--- src/rtl/decode_stage.sv ---
// Decode stage: turns one fetched RV32I instruction per cycle into register indices,
// an instruction class, a sign-extended immediate and flags. Results are held in a
// main output register backed by one skid register. The skid register lets the stage
// take one more instruction after Execute stalls, so in_ready never depends on ex_ready
// in the same cycle.
module decode_stage #(
    parameter int ADDR_WIDTH = 32
) (
    input  logic                  clk,
    input  logic                  rst,
    input  logic                  flush,
    input  logic                  in_valid,
    output logic                  in_ready,
    input  logic [ADDR_WIDTH-3:0] in_addr,
    input  logic [31:0]           in_insn,
    output logic                  ex_valid,
    input  logic                  ex_ready,
    output logic [ADDR_WIDTH-3:0] ex_addr,
    output logic [31:0]           ex_insn,
    output logic [3:0]            ex_class,
    output logic [4:0]            ex_rd,
    output logic [4:0]            ex_rs1,
    output logic [4:0]            ex_rs2,
    output logic [31:0]           ex_imm,
    output logic                  ex_is_branch,
    output logic                  ex_illegal
);

    // Instruction class codes seen by Execute
    localparam logic [3:0] CLS_ILLEGAL  = 4'd0;
    localparam logic [3:0] CLS_LUI      = 4'd1;
    localparam logic [3:0] CLS_AUIPC    = 4'd2;
    localparam logic [3:0] CLS_JAL      = 4'd3;
    localparam logic [3:0] CLS_JALR     = 4'd4;
    localparam logic [3:0] CLS_BRANCH   = 4'd5;
    localparam logic [3:0] CLS_LOAD     = 4'd6;
    localparam logic [3:0] CLS_STORE    = 4'd7;
    localparam logic [3:0] CLS_OP_IMM   = 4'd8;
    localparam logic [3:0] CLS_OP       = 4'd9;
    localparam logic [3:0] CLS_MISC_MEM = 4'd10;
    localparam logic [3:0] CLS_SYSTEM   = 4'd11;

    // One decoded instruction as held in either output register
    typedef struct packed {
        logic [ADDR_WIDTH-3:0] addr;
        logic [31:0]           insn;
        logic [3:0]            cls;
        logic [4:0]            rd;
        logic [4:0]            rs1;
        logic [4:0]            rs2;
        logic [31:0]           imm;
        logic                  is_branch;
        logic                  illegal;
    } dec_t;

    // Pure decode of a raw instruction. Every listed opcode ends in 2'b11, so an
    // instruction with insn[1:0] != 2'b11 falls through to the illegal default.
    function automatic dec_t decode_insn(input logic [31:0] insn,
                                         input logic [ADDR_WIDTH-3:0] addr);
        dec_t        d;
        logic [31:0] imm_i;
        logic [31:0] imm_s;
        logic [31:0] imm_b;
        logic [31:0] imm_u;
        logic [31:0] imm_j;
        imm_i = {{20{insn[31]}}, insn[31:20]};
        imm_s = {{20{insn[31]}}, insn[31:25], insn[11:7]};
        imm_b = {{19{insn[31]}}, insn[31], insn[7], insn[30:25], insn[11:8], 1'b0};
        imm_u = {insn[31:12], 12'b0};
        imm_j = {{11{insn[31]}}, insn[31], insn[19:12], insn[20], insn[30:21], 1'b0};
        d.addr      = addr;
        d.insn      = insn;
        d.rd        = insn[11:7];
        d.rs1       = insn[19:15];
        d.rs2       = insn[24:20];
        d.cls       = CLS_ILLEGAL;
        d.imm       = 32'd0;
        d.illegal   = 1'b0;
        case (insn[6:0])
            7'b0110111: begin d.cls = CLS_LUI;      d.imm = imm_u; end
            7'b0010111: begin d.cls = CLS_AUIPC;    d.imm = imm_u; end
            7'b1101111: begin d.cls = CLS_JAL;      d.imm = imm_j; end
            7'b1100111: begin d.cls = CLS_JALR;     d.imm = imm_i; end
            7'b1100011: begin d.cls = CLS_BRANCH;   d.imm = imm_b; d.rd = 5'd0; end
            7'b0000011: begin d.cls = CLS_LOAD;     d.imm = imm_i; end
            7'b0100011: begin d.cls = CLS_STORE;    d.imm = imm_s; d.rd = 5'd0; end
            7'b0010011: begin d.cls = CLS_OP_IMM;   d.imm = imm_i; end
            7'b0110011: begin d.cls = CLS_OP;       d.imm = 32'd0; end
            7'b0001111: begin d.cls = CLS_MISC_MEM; d.imm = imm_i; end
            7'b1110011: begin d.cls = CLS_SYSTEM;   d.imm = imm_i; end
            default: begin
                d.cls     = CLS_ILLEGAL;
                d.imm     = 32'd0;
                d.illegal = 1'b1;
            end
        endcase
        d.is_branch = (d.cls == CLS_JAL) || (d.cls == CLS_JALR) || (d.cls == CLS_BRANCH);
        return d;
    endfunction

    dec_t main_q;
    dec_t main_d;
    dec_t skid_q;
    dec_t skid_d;
    logic ex_valid_q;
    logic ex_valid_d;
    logic skid_valid_q;
    logic skid_valid_d;
    dec_t dec_s;
    logic accept_s;
    logic consume_s;

    assign dec_s     = decode_insn(in_insn, in_addr);
    assign in_ready  = !skid_valid_q;
    assign accept_s  = in_valid && !skid_valid_q;
    assign consume_s = ex_valid_q && ex_ready;

    // Route each new instruction to the main or skid register and track occupancy;
    // flush overrides everything and only drops the valids.
    always_comb begin
        main_d       = main_q;
        skid_d       = skid_q;
        ex_valid_d   = ex_valid_q;
        skid_valid_d = skid_valid_q;
        if (flush) begin
            ex_valid_d   = 1'b0;
            skid_valid_d = 1'b0;
        end else if (skid_valid_q) begin
            // Skid full means in_ready is low, so no accept can happen here
            if (consume_s) begin
                main_d       = skid_q;
                skid_valid_d = 1'b0;
            end else begin
                skid_valid_d = 1'b1;
            end
        end else if (accept_s) begin
            if (!ex_valid_q || consume_s) begin
                main_d     = dec_s;
                ex_valid_d = 1'b1;
            end else begin
                skid_d       = dec_s;
                skid_valid_d = 1'b1;
            end
        end else if (consume_s) begin
            ex_valid_d = 1'b0;
        end else begin
            ex_valid_d = ex_valid_q;
        end
    end

    // Output and skid registers; async reset clears valids and all data
    always_ff @(posedge clk or posedge rst) begin
        if (rst) begin
            main_q       <= '0;
            skid_q       <= '0;
            ex_valid_q   <= 1'b0;
            skid_valid_q <= 1'b0;
        end else begin
            main_q       <= main_d;
            skid_q       <= skid_d;
            ex_valid_q   <= ex_valid_d;
            skid_valid_q <= skid_valid_d;
        end
    end

    assign ex_valid     = ex_valid_q;
    assign ex_addr      = main_q.addr;
    assign ex_insn      = main_q.insn;
    assign ex_class     = main_q.cls;
    assign ex_rd        = main_q.rd;
    assign ex_rs1       = main_q.rs1;
    assign ex_rs2       = main_q.rs2;
    assign ex_imm       = main_q.imm;
    assign ex_is_branch = main_q.is_branch;
    assign ex_illegal   = main_q.illegal;

endmodule

--- config.mk ---
export PLATFORM = sky130hd
export DESIGN_NAME = decode_stage
export DESIGN_NICKNAME = d
export VERILOG_FILES = /design/src/rtl/decode_stage.sv
export SDC_FILE = /design/constraint.sdc
export NUM_CORES = 1
export LEC_CHECK = 0
export ABC_AREA = 1
export BUFFER_PORTS_ARGS = -buffer_cell sky130_fd_sc_hd__buf_2
export CORE_MARGIN = 2
export CORE_UTILIZATION = 35
export CTS_CLUSTER_SIZE = 24
export DETAILED_ROUTE_END_ITERATION = 16
export GPL_ROUTABILITY_DRIVEN = 0
export GPL_TIMING_DRIVEN = 0
export HOLD_SLACK_MARGIN = 0.15
export PLACE_DENSITY_LB_ADDON = 0.3
export SLEW_MARGIN = 30
export SYNTH_ARGS = -nofsm -noshare
export SYNTH_HDL_FRONTEND = slang
export SYNTH_SLANG_ARGS = --single-unit
--- constraint.sdc ---
create_clock -name clk -period 17.65 [get_ports clk]
set_clock_uncertainty 0.2 [all_clocks]
set_input_delay 1.765 -clock clk [delete_from_list [all_inputs] [get_ports clk]]
set_output_delay 1.765 -clock clk [all_outputs]
set_load 0.05 [all_outputs]
Word-level counts from Yosys, hierarchy flattened
Index checks and enable logic that the tools add are counted.
- register bits after elaboration: 232
- input port bits: 67
- equality and inequality tests: 17
- muxes and demuxes: 18
- bitwise operators: 3
- reductions and logical operators: 17
- operator list (cell ; number):
    $mux W115 ; 4
    $pmux W32 S5 ; 1
    $pmux W4 S11 ; 1
    $eq A7 B7 Y1 const B ; 4
    $eq A7 B6 Y1 const B ; 3
    $eq A7 B5 Y1 const B ; 2
    $mux W1 ; 11
    $reduce_or A11 Y1 ; 1
    $eq A4 B3 Y1 const B ; 2
    $reduce_and A4 Y1 ; 2
    $eq A7 B2 Y1 const B ; 1
    $eq A7 B4 Y1 const B ; 1
    $mux W5 ; 1
    $reduce_or A5 Y1 ; 1
    $eq A4 B2 Y1 const B ; 1
    $reduce_bool A2 Y1 ; 2
    $reduce_or A2 Y1 ; 2
    $logic_or A1 B1 Y1 ; 3
    $ne A3 B2 Y1 const B ; 1
    $not A1 Y1 ; 3
    $reduce_and A3 Y1 ; 1
    $reduce_bool A3 Y1 ; 1
    $logic_and A1 B1 Y1 ; 2
    $logic_not A1 Y1 ; 2
    other kinds (2) ; 2

Depth between registers and ports, before layout
- depth after elaboration: 8
- mapped depth: 12
- gate-level depth less buffers: 12

Least setup slack after synthesis
Ideal clock, no wire load.
- path type: reg-to-output
- from: register skid_valid_q
- to: output port in_ready
- data arrival time: 1.264 ns
- required time: 15.685 ns
- path slack: 14.421 ns
- cell stages (with the launch flop): 6
- cells stage by stage: dfrtp_1 > buf_2 > inv_2 > clkbuf_1 > buf_2 > buf_4
- cells in the longest elaborated chain, start to end: 1
- RTL lines (what ; RTL line ; RTL):
    start, declared ; 107 ; logic skid_valid_q;
    start signal, assigned ; 162 ; skid_valid_q <= skid_valid_d;
    $logic_not A1 Y1 ; 114 ; assign in_ready = !skid_valid_q;
    end, declared ; 13 ; output logic in_ready,
Every way passes these cells.

Worst setup path in the final report
Same ends and word-level chain as after synthesis.

==> flow_summary_export.csv <==
group,metric,value,unit
status,outcome,"finished clean",
worst_setup_path,crit_required,15680,ps
grt,antenna_found_initial,2,
finish,instances_no_fill,1700,
placement,dpl_worst_slack,13610,ps
pwr,p_leak,5.89,nW
sta,worst_slack,13060,ps
detailed_routing,drt_wl_total,30000,microns
clocking,cts_hold_buf,0,
floorplan,rows,60,
sta,hold_viol_final,0,
worst_setup_path,r2r_start,"skid_valid_q",
clocking,cts_tree,"built",
clocking,cts_max_path_buffers,3,
pwr,p_seq_share,40.3,%
finish,final_layout_size_suffix_gt1_share,21.9,%
worst_setup_path,cp-start-kind,"flop",
synthesis,synth_ff_type,"dfrtp_1",
sta,slew_headroom,47.9,%
synthesis,ys.warnings.count,0,
grt,overflow,0,
sta,grt_setup_unrepaired,"no",
grt,grt_pass1_vias,8197,
synthesis,syn_inst,1131,
detailed_routing,routedWlPerCell,17.7,microns
synthesis,syn-cell-area,0.00943,sq mm
detailed_routing,ant_nets,0,
finish,syn_to_final_growth,24.2,%
run,cap_viol_max_count,0,
sta,tns,0,ps
detailed_routing,drc,0,
synthesis,synth_edf_count,0,
detailed_routing,first_pass_iters,5,
floorplan,die_h,168,microns
worst_setup_path,arrival,2620,ps
pwr,p_int,1.04,mW
pwr,p_comb_share,25.1,%
sta,worstMarginPinSlew,781,ps
synthesis,ys_seq_area_share,56.3,%
sta,fmax,0.218,GHz
worst_setup_path,crit_end,"in_ready",
pwr,p_per_area,136,mW/mm^2
detailed_routing,dr_total_vias,8492,
pwr,max-vdd-ir-drop,0.0000636,V
sta,setup_violations,0,
clocking,worstSkewPairLatency,520,ps
worst_setup_path,endpoint_kind,"primary output",
clocking,post-cts-setup-buffer-count,0,
sta,min_period_over_period,26.0,%
synthesis,syn_area_per_cell,8.33,sq um
worst_setup_path,crit_type,"flop to primary output",
finish,nNetsFinal,1409,
worst_setup_path,cp_max_fo,10,
grt,grtUsageTotal,21.1,%
clocking,clk_pin_slew,60,ps
clocking,cts_resized,0,
pwr,swShare,34.8,%
clocking,root_buffer,"clkbuf_16",
placement,place_inst,1656,
pwr,pwr-share-clk,34.6,%
floorplan,die-width,168,microns
finish,multi_input_area,0.00358,sq mm
finish,n_fill_cell,2744,
worst_setup_path,reg2reg_depth,7,
pwr,power.total,1.59,mW
worst_setup_path,ff2ff_setup_slack,15040,ps
sta,hold_ws,272,ps
detailed_routing,viasPerCell,5.00,
clocking,numCtsBuffers,25,
clocking,cts.sinks,212,
grt,grt_pass1_wl,46900,microns
worst_setup_path,r2r_end,"ex_imm[0]",
clocking,htree_levels,1,
worst_setup_path,cp-startpoint,"skid_valid_q",
pwr,switchingPower,553,uW
sta,drv_slew,0,
finish,regArea,0.00531,sq mm
synthesis,ys_types,31,
synthesis,synth_fp_nets,1198,
placement,hpwlAfterDp,21200,microns
floorplan,core_area,0.0267,sq mm
sta,timing.final.crit_period,4590,ps
placement,port_buffers,182,
synthesis,synthArstFlopShare,100,%
min_path,hold_class,"flop to flop",
detailed_routing,drtIter0Drc,643,
floorplan,start_util,35.3,%
floorplan,top_level_ports,184,
floorplan,die_area,0.0283,sq mm
grt,grt_start_max_net_pins,84,
synthesis,synth_seq_cells,212,
-- power groups by stage --
| stage | clock network, mW | logic (mW) | registers [mW] |
|---|---|---|---|
| 2_1_floorplan | 0 | 0.148 | 0.788 |
| 3_3_place_gp | 0 | 0.395 | 0.645 |
| 3_5_place_dp | 0 | 0.402 | 0.647 |
| 4_1_cts | 0.560 | 0.403 | 0.640 |
| 5_1_grt | 0.582 | 0.432 | 0.652 |
| 6_report | 0.550 | 0.399 | 0.640 |
-- worst max-delay path, cell delays in order, from the launching register on --
cell and delay (ps):
dfrtp_1 360, buf_2 170, inv_2 80, clkbuf_1 590
buf_2 370, buf_4 230, buf_2 290
-- cell usage in the layout (no fill, tap or decap), types with 2 or more instances in the layout --
master	count
bufinv_16	4
a21oi_1	73
nand2_1	401
clkbuf_1	40
o211ai_1	2
buf_1	2
buf_16	2
dfrtp_1	212
o22ai_1	5
nand2_2	5
clkbuf_16	25
nand3_1	17
o31ai_1	11
buf_6	2
clkbuf_8	7
a31oi_1	83
inv_1	28
nor2_4	2
nor2_1	149
buf_2	209
nand2_4	2
clkinv_2	2
o21ai_0	27
buf_4	14
inv_2	7
nor2_2	5
nand3_2	4
nand4_1	8
-- sequential cells by signal (all words and copies together), names as in the netlist --
name / flops
ex_is_branch: 1
ex_addr: 30
ex_imm: 32
ex_rd: 5
skid_valid_q: 1
skid_q: 105
ex_valid: 1
ex_class: 4
ex_illegal: 1
ex_insn: 32
-- cells in the mapped netlist, types with 8 or more instances --
master,number,area (sq um)
buf_2,27,135
a31oi_1,83,519
nand4_1,8,50.1
o21ai_0,27,135
buf_4,14,105
nand3_1,17,85.1
a21oi_1,73,365
clkbuf_1,36,135
nor2_1,149,559
inv_1,29,109
o31ai_1,11,82.6
dfrtp_1,212,5310
nand2_1,401,1510
-- cell type report --
cell class / instances / area share, %
antenna: 1 / 0.0214
multi-input combinational: 801 / 30.6
buffer: 81 / 3.46
timing repair buffer: 184 / 8.25
clock buffer: 36 / 6.30
inverter: 37 / 1.25
clock inverter: 7 / 1.19
tap: 341 / 3.65
sequential: 212 / 45.3
-- per-stage QoR --
stage	instance area (sq um)	util, %
2_1_floorplan	9430	-
3_3_place_gp	10800	40.3
3_5_place_dp	10800	40.5
4_1_cts	11700	43.8
5_1_grt	11700	43.8
6_report	11700	43.8
-- worst min path at each step --
stage | slack, ps | startpoint | depth (start not counted) | to
3_3_place_gp | 260 | skid_q[97] | 2 | skid_q[97]
2_1_floorplan | 250 | skid_q[1] | 2 | skid_q[1]
4_1_cts | 280 | ex_imm[25] | 2 | ex_imm[25]
5_1_grt | 300 | skid_q[103] | 2 | skid_q[103]
3_5_place_dp | 260 | ex_imm[25] | 2 | ex_imm[25]
6_report | 270 | ex_imm[25] | 2 | ex_imm[25]
-- metal layers --
| metal | global-route usage (%) | vias to the layer above | share of wire, % |
|---|---|---|---|
| met1 | 29.1 | 4048 | 44 |
| li1 | - | 4092 | - |
| met3 | 4.56 | 46 | 7.4 |
| met4 | 5.28 | 2 | 2.2 |
| met2 | 34.2 | 304 | 46 |
| met5 | 0 | - | 0.037 |
-- cell families (layout without fill, tap and decap cells) --
kind of cell,count (synthesis),count (layout),synth area share (%)
AOI/OAI and AO/OA,205,205,12.6
buffers and inverters,118,345,5.77
DFF,212,212,56.3
other,0,1,0
and+or+nand+nor,596,596,25.3
No activity file was read; power rests on OpenSTA's default activity.
